--- src/rtl/pipe_ctrl_pkg.sv ---
// Shared encodings and helpers for the EX-stage hazard controller.
// Destination decode lives here so the controller and any future consumers agree on it.
package pipe_ctrl_pkg;

    localparam logic [1:0] REGDST_RT   = 2'b00;
    localparam logic [1:0] REGDST_RD   = 2'b01;
    localparam logic [1:0] REGDST_RA   = 2'b10;
    localparam logic [1:0] REGDST_NONE = 2'b11;

    localparam logic [1:0] MEM2REG_LOAD = 2'b01;

    localparam logic [1:0] FWD_REG   = 2'b00;
    localparam logic [1:0] FWD_EXMEM = 2'b01;
    localparam logic [1:0] FWD_MEMWB = 2'b10;

    typedef enum logic [1:0] {
        ST_RUN      = 2'b00,
        ST_LU_STALL = 2'b01,
        ST_BR_FLUSH = 2'b10
    } ctrl_state_t;

    typedef struct packed {
        logic [4:0] dst;
        logic       we;
        logic       load;
    } exmem_shadow_t;

    function automatic logic [4:0] decode_dst(input logic [1:0] sel,
                                              input logic [4:0] rt,
                                              input logic [4:0] rd);
        logic [4:0] dst;
        dst = 5'd0;
        case (sel)
            REGDST_RT: dst = rt;
            REGDST_RD: dst = rd;
            REGDST_RA: dst = 5'd31;
            default:   dst = 5'd0;
        endcase
        return dst;
    endfunction

endpackage

--- src/rtl/ex_hazard_ctrl_fwd_select.sv ---
// Forwarding select for one ALU operand: compares the source register against the
// EX/MEM and MEM/WB shadows, EX/MEM winning because it holds the younger result.
module fwd_select
    import pipe_ctrl_pkg::*;
(
    input  logic       exmem_we,
    input  logic       exmem_load,
    input  logic [4:0] exmem_dst,
    input  logic       memwb_we,
    input  logic [4:0] memwb_dst,
    input  logic [4:0] src_addr,
    output logic [1:0] fwd_sel
);

    // A load in EX/MEM has no data yet, so it can only be forwarded once it reaches MEM/WB.
    always_comb begin
        fwd_sel = FWD_REG;
        if (exmem_we && !exmem_load && (exmem_dst == src_addr)) begin
            fwd_sel = FWD_EXMEM;
        end else if (memwb_we && (memwb_dst == src_addr)) begin
            fwd_sel = FWD_MEMWB;
        end
    end

endmodule

--- src/rtl/ex_hazard_ctrl.sv ---
// EX-stage hazard controller: forwarding selects, load-use stall and taken-branch flush,
// with its own shadow of the EX/MEM and MEM/WB destinations and saturating event counters.
module ex_hazard_ctrl
    import pipe_ctrl_pkg::*;
#(
    parameter int FLUSH_CYCLES = 2,
    parameter int CNT_W        = 16
) (
    input  logic             CLOCK,
    input  logic             RESET,
    input  logic             IdEx_RegWriteEN,
    input  logic [1:0]       IdEx_Mem2RegSEL,
    input  logic [1:0]       IdEx_RegDstSEL,
    input  logic [4:0]       IdEx_RSAddr,
    input  logic [4:0]       IdEx_RTAddr,
    input  logic [4:0]       IdEx_RDAddr,
    input  logic             IdEx_Beq,
    input  logic             IdEx_Bne,
    input  logic             ALUZero,
    input  logic [4:0]       IfId_RSAddr,
    input  logic [4:0]       IfId_RTAddr,
    output logic [1:0]       FwdA_SEL,
    output logic [1:0]       FwdB_SEL,
    output logic             Stall,
    output logic             IdExFlush,
    output logic             IfIdFlush,
    output logic             BranchTaken,
    output logic [CNT_W-1:0] StallCount,
    output logic [CNT_W-1:0] FlushCount
);

    localparam int FCNT_W = $clog2(FLUSH_CYCLES + 1);

    ctrl_state_t       state, state_nxt;
    logic [FCNT_W-1:0] fcnt, fcnt_nxt;

    exmem_shadow_t     ex_mem;
    logic [4:0]        memwb_dst;
    logic              memwb_we;
    logic              flush_d;

    logic [4:0]        idex_dst;
    logic              idex_we_eff;
    logic              idex_load;
    logic              branch_taken;
    logic              load_use;

    logic              stall_c, idex_flush_c, ifid_flush_c, taken_c;
    logic              stall_inc, flush_inc;
    logic [1:0]        fwd_a, fwd_b;
    logic [CNT_W-1:0]  stall_cnt, flush_cnt;

    assign idex_dst     = decode_dst(IdEx_RegDstSEL, IdEx_RTAddr, IdEx_RDAddr);
    assign idex_we_eff  = IdEx_RegWriteEN && (IdEx_RegDstSEL != REGDST_NONE) && (idex_dst != 5'd0);
    assign idex_load    = (IdEx_Mem2RegSEL == MEM2REG_LOAD);
    assign branch_taken = (IdEx_Beq && ALUZero) || (IdEx_Bne && !ALUZero);
    assign load_use     = idex_load && idex_we_eff &&
                          ((idex_dst == IfId_RSAddr) || (idex_dst == IfId_RTAddr));

    fwd_select u_fwd_a (
        .exmem_we   (ex_mem.we),
        .exmem_load (ex_mem.load),
        .exmem_dst  (ex_mem.dst),
        .memwb_we   (memwb_we),
        .memwb_dst  (memwb_dst),
        .src_addr   (IdEx_RSAddr),
        .fwd_sel    (fwd_a)
    );

    fwd_select u_fwd_b (
        .exmem_we   (ex_mem.we),
        .exmem_load (ex_mem.load),
        .exmem_dst  (ex_mem.dst),
        .memwb_we   (memwb_we),
        .memwb_dst  (memwb_dst),
        .src_addr   (IdEx_RTAddr),
        .fwd_sel    (fwd_b)
    );

    // Branch wins over load-use: the dependent instruction in ID is on the wrong path anyway.
    always_comb begin
        state_nxt    = state;
        fcnt_nxt     = fcnt;
        stall_c      = 1'b0;
        idex_flush_c = 1'b0;
        ifid_flush_c = 1'b0;
        taken_c      = 1'b0;
        stall_inc    = 1'b0;
        flush_inc    = 1'b0;
        unique case (state)
            ST_RUN: begin
                if (branch_taken) begin
                    taken_c      = 1'b1;
                    ifid_flush_c = 1'b1;
                    idex_flush_c = 1'b1;
                    flush_inc    = 1'b1;
                    if (FLUSH_CYCLES > 1) begin
                        state_nxt = ST_BR_FLUSH;
                        fcnt_nxt  = FCNT_W'(FLUSH_CYCLES - 1);
                    end
                end else if (load_use) begin
                    stall_c      = 1'b1;
                    idex_flush_c = 1'b1;
                    stall_inc    = 1'b1;
                    state_nxt    = ST_LU_STALL;
                end
            end
            ST_LU_STALL: begin
                state_nxt = ST_RUN;
            end
            ST_BR_FLUSH: begin
                ifid_flush_c = 1'b1;
                idex_flush_c = 1'b1;
                if (fcnt <= FCNT_W'(1)) begin
                    state_nxt = ST_RUN;
                    fcnt_nxt  = '0;
                end else begin
                    fcnt_nxt  = fcnt - FCNT_W'(1);
                end
            end
            default: begin
                state_nxt = ST_RUN;
                fcnt_nxt  = '0;
            end
        endcase
    end

    always_ff @(posedge CLOCK or posedge RESET) begin
        if (RESET) begin
            state <= ST_RUN;
            fcnt  <= '0;
        end else begin
            state <= state_nxt;
            fcnt  <= fcnt_nxt;
        end
    end

    // The cycle after a flush the ID/EX register holds a bubble, so its write is discarded here.
    always_ff @(posedge CLOCK or posedge RESET) begin
        if (RESET) begin
            ex_mem    <= '0;
            memwb_dst <= 5'd0;
            memwb_we  <= 1'b0;
            flush_d   <= 1'b0;
        end else begin
            ex_mem.dst  <= idex_dst;
            ex_mem.we   <= idex_we_eff && !flush_d;
            ex_mem.load <= idex_load;
            memwb_dst   <= ex_mem.dst;
            memwb_we    <= ex_mem.we;
            flush_d     <= idex_flush_c;
        end
    end

    always_ff @(posedge CLOCK or posedge RESET) begin
        if (RESET) begin
            stall_cnt <= '0;
            flush_cnt <= '0;
        end else begin
            if (stall_inc && !(&stall_cnt)) begin
                stall_cnt <= stall_cnt + CNT_W'(1);
            end
            if (flush_inc && !(&flush_cnt)) begin
                flush_cnt <= flush_cnt + CNT_W'(1);
            end
        end
    end

    assign FwdA_SEL    = RESET ? FWD_REG : fwd_a;
    assign FwdB_SEL    = RESET ? FWD_REG : fwd_b;
    assign Stall       = stall_c      && !RESET;
    assign IdExFlush   = idex_flush_c && !RESET;
    assign IfIdFlush   = ifid_flush_c && !RESET;
    assign BranchTaken = taken_c      && !RESET;
    assign StallCount  = stall_cnt;
    assign FlushCount  = flush_cnt;

endmodule

--- config.mk ---
export PLATFORM = sky130hd
export DESIGN_NAME = ex_hazard_ctrl
export DESIGN_NICKNAME = d
export VERILOG_FILES = /design/src/rtl/pipe_ctrl_pkg.sv /design/src/rtl/ex_hazard_ctrl_fwd_select.sv /design/src/rtl/ex_hazard_ctrl.sv
export SDC_FILE = /design/constraint.sdc
export NUM_CORES = 1
export LEC_CHECK = 0
export CAP_MARGIN = 20
export CORE_MARGIN = 10
export CORE_UTILIZATION = 40
export DETAILED_ROUTE_END_ITERATION = 12
export PLACE_DENSITY = 0.68
export SLEW_MARGIN = 15
export SYNTH_ARGS = -nofsm -noshare
export SYNTH_HDL_FRONTEND = slang
export SYNTH_SLANG_ARGS = --single-unit
--- constraint.sdc ---
create_clock -name CLOCK -period 3.49 [get_ports CLOCK]
set_clock_uncertainty 0.1 [all_clocks]
set_input_delay 0.698 -clock CLOCK [delete_from_list [all_inputs] [get_ports CLOCK]]
set_output_delay 0.698 -clock CLOCK [all_outputs]
set_load 0.02 [all_outputs]
== Word level (Yosys, flattened, before mapping) ==
Cells that the tools add are included.

* Register bits: 50
* Word-level logic and storage cells: 85
* Output and inout bits: 40
* Bits of input ports: 35

* Multiplexer cells: 22
* Order comparisons: 1
* Add/sub/neg operators: 3
* Bitwise operators: 1
* Equal/unequal tests: 15
* Reduce and logical (&&, ||, !) cells: 33

{| class="wikitable"
|+ Operator list
! cell !! count
|-
| 16-bit by 1-bit adder with 16-bit output, second input constant || 2
|-
| 16-bit AND reduction || 2
|-
| 5-bit == test || 6
|-
| 2-bit 2-to-1 mux || 11
|-
| 1-bit logical AND || 18
|-
| 5-bit one-hot mux with 3 select lines || 1
|-
| 2-bit by 1-bit == test with 1-bit output, second input constant || 3
|-
| 1-bit logical NOT || 6
|-
| 1-bit 2-to-1 mux || 6
|-
| 2-bit inequality test, second input constant || 3
|-
| 2-bit one-hot mux with 3 select lines || 1
|-
| 5-bit nonzero test || 1
|-
| 2-bit == test, second input constant || 2
|-
| 2-bit logical NOT || 2
|-
| 1-bit one-hot mux with 2 select lines || 2
|-
| 2-bit one-hot mux with 2 select lines || 1
|-
| 2-bit AND reduction || 2
|-
| 3-bit inequality test, second input constant || 1
|-
| 2-bit by 1-bit less-or-equal comparator with 1-bit output, second input constant || 1
|-
| 1-bit logical OR || 2
|-
| 2-bit by 1-bit subtractor with 2-bit output, second input constant || 1
|-
| 1-bit inverter || 1
|}

== Logic depth before layout (Yosys ltp) ==
* Depth after elaboration: 10
* Gate-level depth with buffers: 10
* Mapped depth without buffers: 7

== By module ==
From an unflattened synthesis, not the netlist that was laid out.

* Cell total of the unflattened synthesis: 260
* Area total of the unflattened synthesis: 2757.6 um^2

{| class="wikitable"
|+ By module, submodules not included
! module !! seq. area each (um^2) !! times used !! cells each !! area each (um^2)
|-
| ex_hazard_ctrl || 1251.2 || 1 || 230 || 2499.9
|-
| fwd_select || 0.0 || 2 || 15 || 128.9
|}

== Least setup slack after synthesis ==
Ideal clock, no wire load.

* Path kind: input-to-output
* From: in RESET
* To: out FwdA_SEL[1]
* Stages on the path: 3
* Setup slack: 0.038 ns
* Arrival time: 2.654 ns
* Buffers on the path: 0
* Data required time: 2.692 ns
* Path through: inv_1 > nand2_1 > nor4_1

* Cells in the longest elaborated chain, start to end: 1

{| class="wikitable"
|+ Ends and longest elaborated chain
! what !! line !! RTL
|-
| start, declared || ex_hazard_ctrl.sv:10 || <nowiki>input logic RESET,</nowiki>
|-
| 2-bit 2-to-1 mux || ex_hazard_ctrl.sv:169 || <nowiki>assign FwdA_SEL = RESET ? FWD_REG : fwd_a;</nowiki>
|-
| end, declared || ex_hazard_ctrl.sv:22 || <nowiki>output logic [1:0] FwdA_SEL,</nowiki>
|}

Every way passes these cells.

== Final worst setup path ==
* From: in IdEx_RegDstSEL[0]
* To: out IdExFlush

* Cells in the longest elaborated chain, start to end: 10
* Elaborated cells between the ends (all ways): 17
* Classes of those cells: 5 x eq/ne; 4 x mux; 8 x reduce/logical

{| class="wikitable"
|+ Ends and longest elaborated chain
! what !! line !! RTL
|-
| start, declared || ex_hazard_ctrl.sv:13 || <nowiki>input logic [1:0] IdEx_RegDstSEL,</nowiki>
|-
| 2-bit == test, or another cell as far along || pipe_ctrl_pkg.sv:33 || <nowiki>case (sel)</nowiki>
|-
| 5-bit one-hot mux with 3 select lines * || pipe_ctrl_pkg.sv:33 ||
|-
| net idex_dst[4] || ex_hazard_ctrl.sv:42 || <nowiki>logic [4:0] idex_dst;</nowiki>
|-
| 5-bit nonzero test || ex_hazard_ctrl.sv:54 || <nowiki>assign idex_we_eff = IdEx_RegWriteEN && (IdEx_RegDstSEL != REGDST_NONE) && (idex_dst != 5'd0);</nowiki>
|-
| 1-bit logical AND || ex_hazard_ctrl.sv:54 ||
|-
| 1-bit logical AND || ex_hazard_ctrl.sv:57 || <nowiki>assign load_use = idex_load && idex_we_eff &&</nowiki>
|-
| 1-bit logical AND * || ex_hazard_ctrl.sv:57 ||
|-
| 1-bit 2-to-1 mux * || ex_hazard_ctrl.sv:101 || <nowiki>end else if (load_use) begin</nowiki>
|-
| 1-bit 2-to-1 mux * || ex_hazard_ctrl.sv:92 || <nowiki>if (branch_taken) begin</nowiki>
|-
| 1-bit one-hot mux with 2 select lines * || ex_hazard_ctrl.sv:90 || <nowiki>unique case (state)</nowiki>
|-
| 1-bit logical AND * || ex_hazard_ctrl.sv:172 || <nowiki>assign IdExFlush = idex_flush_c && !RESET;</nowiki>
|-
| end, declared || ex_hazard_ctrl.sv:25 || <nowiki>output logic IdExFlush,</nowiki>
|}

The timed path passes the listed nets; every way through them passes the cells marked *.

==> impl_metrics.py <==
metrics = {
    "global_route": {
        "grt_pass1_vias": 2470,
        "grt.overflow.total": 0,
        "grt_max_degree": 51,
        "grt_use_total_pct": 12.8,
        "antenna_found_initial": 0,
        "grt_pass1_wl_mm": 11.9,
    },
    "synth": {
        "synth_area_leader_cell": "dfrtp_1",
        "yosys_warnings": 0,
        "synth.distinct_cells": 53,
        "netlist_instances": 263,
        "syn_area_sq_um": 2830,
        "netlist_top_cells_count": "dfrtp_1 (50), xnor2_1 (28), xor2_1 (26), nand2_1 (20), nor2_1 (19)",
        "synth_top_area_share_pct": 44.2,
        "syn_nets": 300,
        "ys_ff_latch": 50,
        "seq_area_frac_synth_pct": 44.2,
        "yosysMostFrequentCell": "dfrtp_1",
        "avgSynthCellArea_sq_um": 10.8,
        "ys.flop_type": "dfrtp_1",
        "synthArstFlopShare_pct": 100,
        "synth-edff-count": 0,
        "synthTopCellsByArea": "dfrtp_1 (44%), xnor2_1 (8.7%), xor2_1 (8.0%)",
    },
    "setup_path": {
        "path_cells": "dlygate4sd2_1 > nor2b_4 > o2bb2ai_1 > buf_4 > buf_4 > or4_4 > nand4bb_1 > or2_4 > a21oi_1 > buf_4",
        "rrSetupSlack_ns": 1.12,
        "crit_type": "in2out",
        "crit_fanout": 4,
        "reg2reg_to": "StallCount[3]",
        "timing.critical_path.buf_inv": 4,
        "critPathRequiredTime_ns": 2.69,
        "max_stage_delay_ns": 0.50,
        "arrival_ns": 2.60,
        "start_kind": "input port",
        "reg2reg_from": "StallCount[0]",
        "r2r_cells": 7,
        "slowest_stage": "or4_4",
        "path_delay_family": "simple AND/OR/NAND/NOR gates",
        "crit_path_frequent_cell": "buf_4",
        "worstSetupEndpointType": "output pin",
    },
    "detailed_routing": {
        "vias": 2271,
        "wirelength_mm": 6.89,
        "ant_nets": 0,
        "wire_per_inst_microns": 14.9,
        "drc_errors": 0,
        "first_pass_iters": 4,
        "drt-initial-drc-count": 57,
        "viasPerCell": 4.90,
    },
    "pwr": {
        "power_density_nw_per_um2": 365,
        "ir_drop_uv": 187,
        "p_leak_uw": 0.00166,
        "total_power_uw": 1450,
    },
    "cts": {
        "path_clk_slew_ns": 0.09,
        "cts_hold_buf": 0,
        "clkLatencyLatePin_ns": 0.30,
        "cts_root_buffer": "clkbuf_8",
        "cts_buffer_depth": 2,
        "cts_setup_buffers": 0,
        "cts_tree": "built",
        "cts_max_level": 2,
        "cts_buffers": 5,
        "cts.sink_count": 50,
    },
    "finish": {
        "drive_gt1_share_pct": 19.3,
        "stdcell_count": 463,
        "nNetsFinal": 403,
        "diodes": 0,
        "final_util_pct": 58.0,
        "area_delta_synth_final_pct": 40.1,
    },
    "flow_run": {
        "max-cap-violations": 0,
    },
    "die": {
        "die_h_microns": 104,
        "start_util_pct": 41.4,
        "num_rows": 30,
        "dieWidth_microns": 104,
        "die_area_sq_um": 10800,
        "core_area_sq_um": 6830,
        "ioPinCount": 75,
    },
    "outcome": {
        "status": "complete, no violations",
    },
    "placed_design": {
        "dp.cells": 455,
        "dp_hpwl_mm": 5.53,
        "port_buffers": 74,
        "place_ws_ns": -0.598,
        "gp_congestion": 0.886,
    },
    "sta": {
        "min_period_over_period_pct": 97.3,
        "final.setup.tns_ns": 0,
        "drv_slew": 0,
        "setup_ws_ns": 0.0933,
        "grt_setup_unrepaired": "false",
        "post-route-min-period_ns": 3.40,
        "report.final.hold_viol_count": 0,
        "tightest_slew_ns": 0.672,
        "slew_headroom_pct": 54.9,
        "max_freq_mhz": 294,
        "setup_viol": 0,
    },
    "worst_hold_path": {
        "hold_start": "ex_mem[1]",
        "hold-path-cell-count": 0,
        "min_path_type": "reg2reg",
        "holdPathEnd": "memwb_we",
    },
}
-- worst max-delay path by stage --
stage	startpoint	to	slack [ns]	depth (start not counted)
global route	IdEx_RTAddr[0]	IdExFlush	0.01	10
detailed placement	IdEx_RegDstSEL[1]	Stall	-0.60	10
floorplan	RESET	FwdA_SEL[1]	0.04	3
CTS	IdEx_RTAddr[2]	IdExFlush	0.02	9
finish	IdEx_RegDstSEL[0]	IdExFlush	0.09	10
global placement	IdEx_RegDstSEL[1]	Stall	-0.58	10
-- area by class of cell --
type,count,area [sq um]
fillers,619,2870
multi-input cells,198,1510
flip-flops and latches,50,1250
repair buffers,102,948
well taps,96,120
clock buffers,6,82.6
inverters,9,33.8
clock inverters,2,16.3
-- layer usage --
metal	wire length [microns]	GRT usage, %	vias up
met1	3150	15.9	1085
met2	3360	21.4	43
li1	-	-	1139
met5	0	0	-
met3	322	3.72	4
met4	51	3.18	0
-- cells by family (layout without fill, tap and decap cells) --
logic type	count (synthesis)	in the layout	share of synthesized area [%]
AOI/OAI and AO/OA	28	28	7.74
xor gates and xnor gates	54	54	16.7
and+or+nand+nor	109	109	24.5
muxes	5	5	2.17
buffers and inverters	15	119	3.76
adders and majority gates	2	2	0.884
DFF	50	50	44.2
-- flip-flops by register name (all words and copies together) (netlist names) --
name,flops
FlushCount,16
StallCount,16
ex_mem,7
fcnt,2
flush_d,1
memwb_dst,5
memwb_we,1
state,2
-- worst register-to-register path, stage by stage (launching register included) --
cell     delay [ns]
dfrtp_1        0.41
ha_1           0.18
nand3_1        0.13
nor2_1         0.39
nand4_1        0.15
o21ai_1        0.56
nor4b_1        0.16
xor2_1         0.17
-- what timing repair did --
item | 4_1_cts | 5_1_grt
setup endpoints to repair | 2 | 2
pin swaps | 2 | 4
gates resized for setup | 19 | 5
-- layout by cell type, fill, tap and decap left out, drive strengths merged, types with 3 or more instances in the layout --
cell           count
clkdlybuf4s50     68
dfrtp             50
buf               30
xnor2             28
xor2              26
nand2             21
nor2              20
nand4             15
nor4              15
inv               10
nor3               7
nand3              6
clkbuf             6
o21ai              6
and3               5
nand2b             4
a21oi              4
nor4b              3
nor2b              3
mux2               3
-- per-stage QoR --
stage / hold WS [ns] / cell area (sq um)
5_1_grt: 0.295 / 3970
3_5_place_dp: 0.261 / 3830
2_1_floorplan: 0.255 / 2830
4_1_cts: 0.272 / 3940
3_3_place_gp: 0.272 / 3830
6_report: 0.272 / 3970
-- power breakdown --
group	internal, uW	total, uW	switching [uW]
registers	631	693	62.5
clock network	164	361	198
logic	205	394	189
No activity file was read; power rests on OpenSTA's default activity.
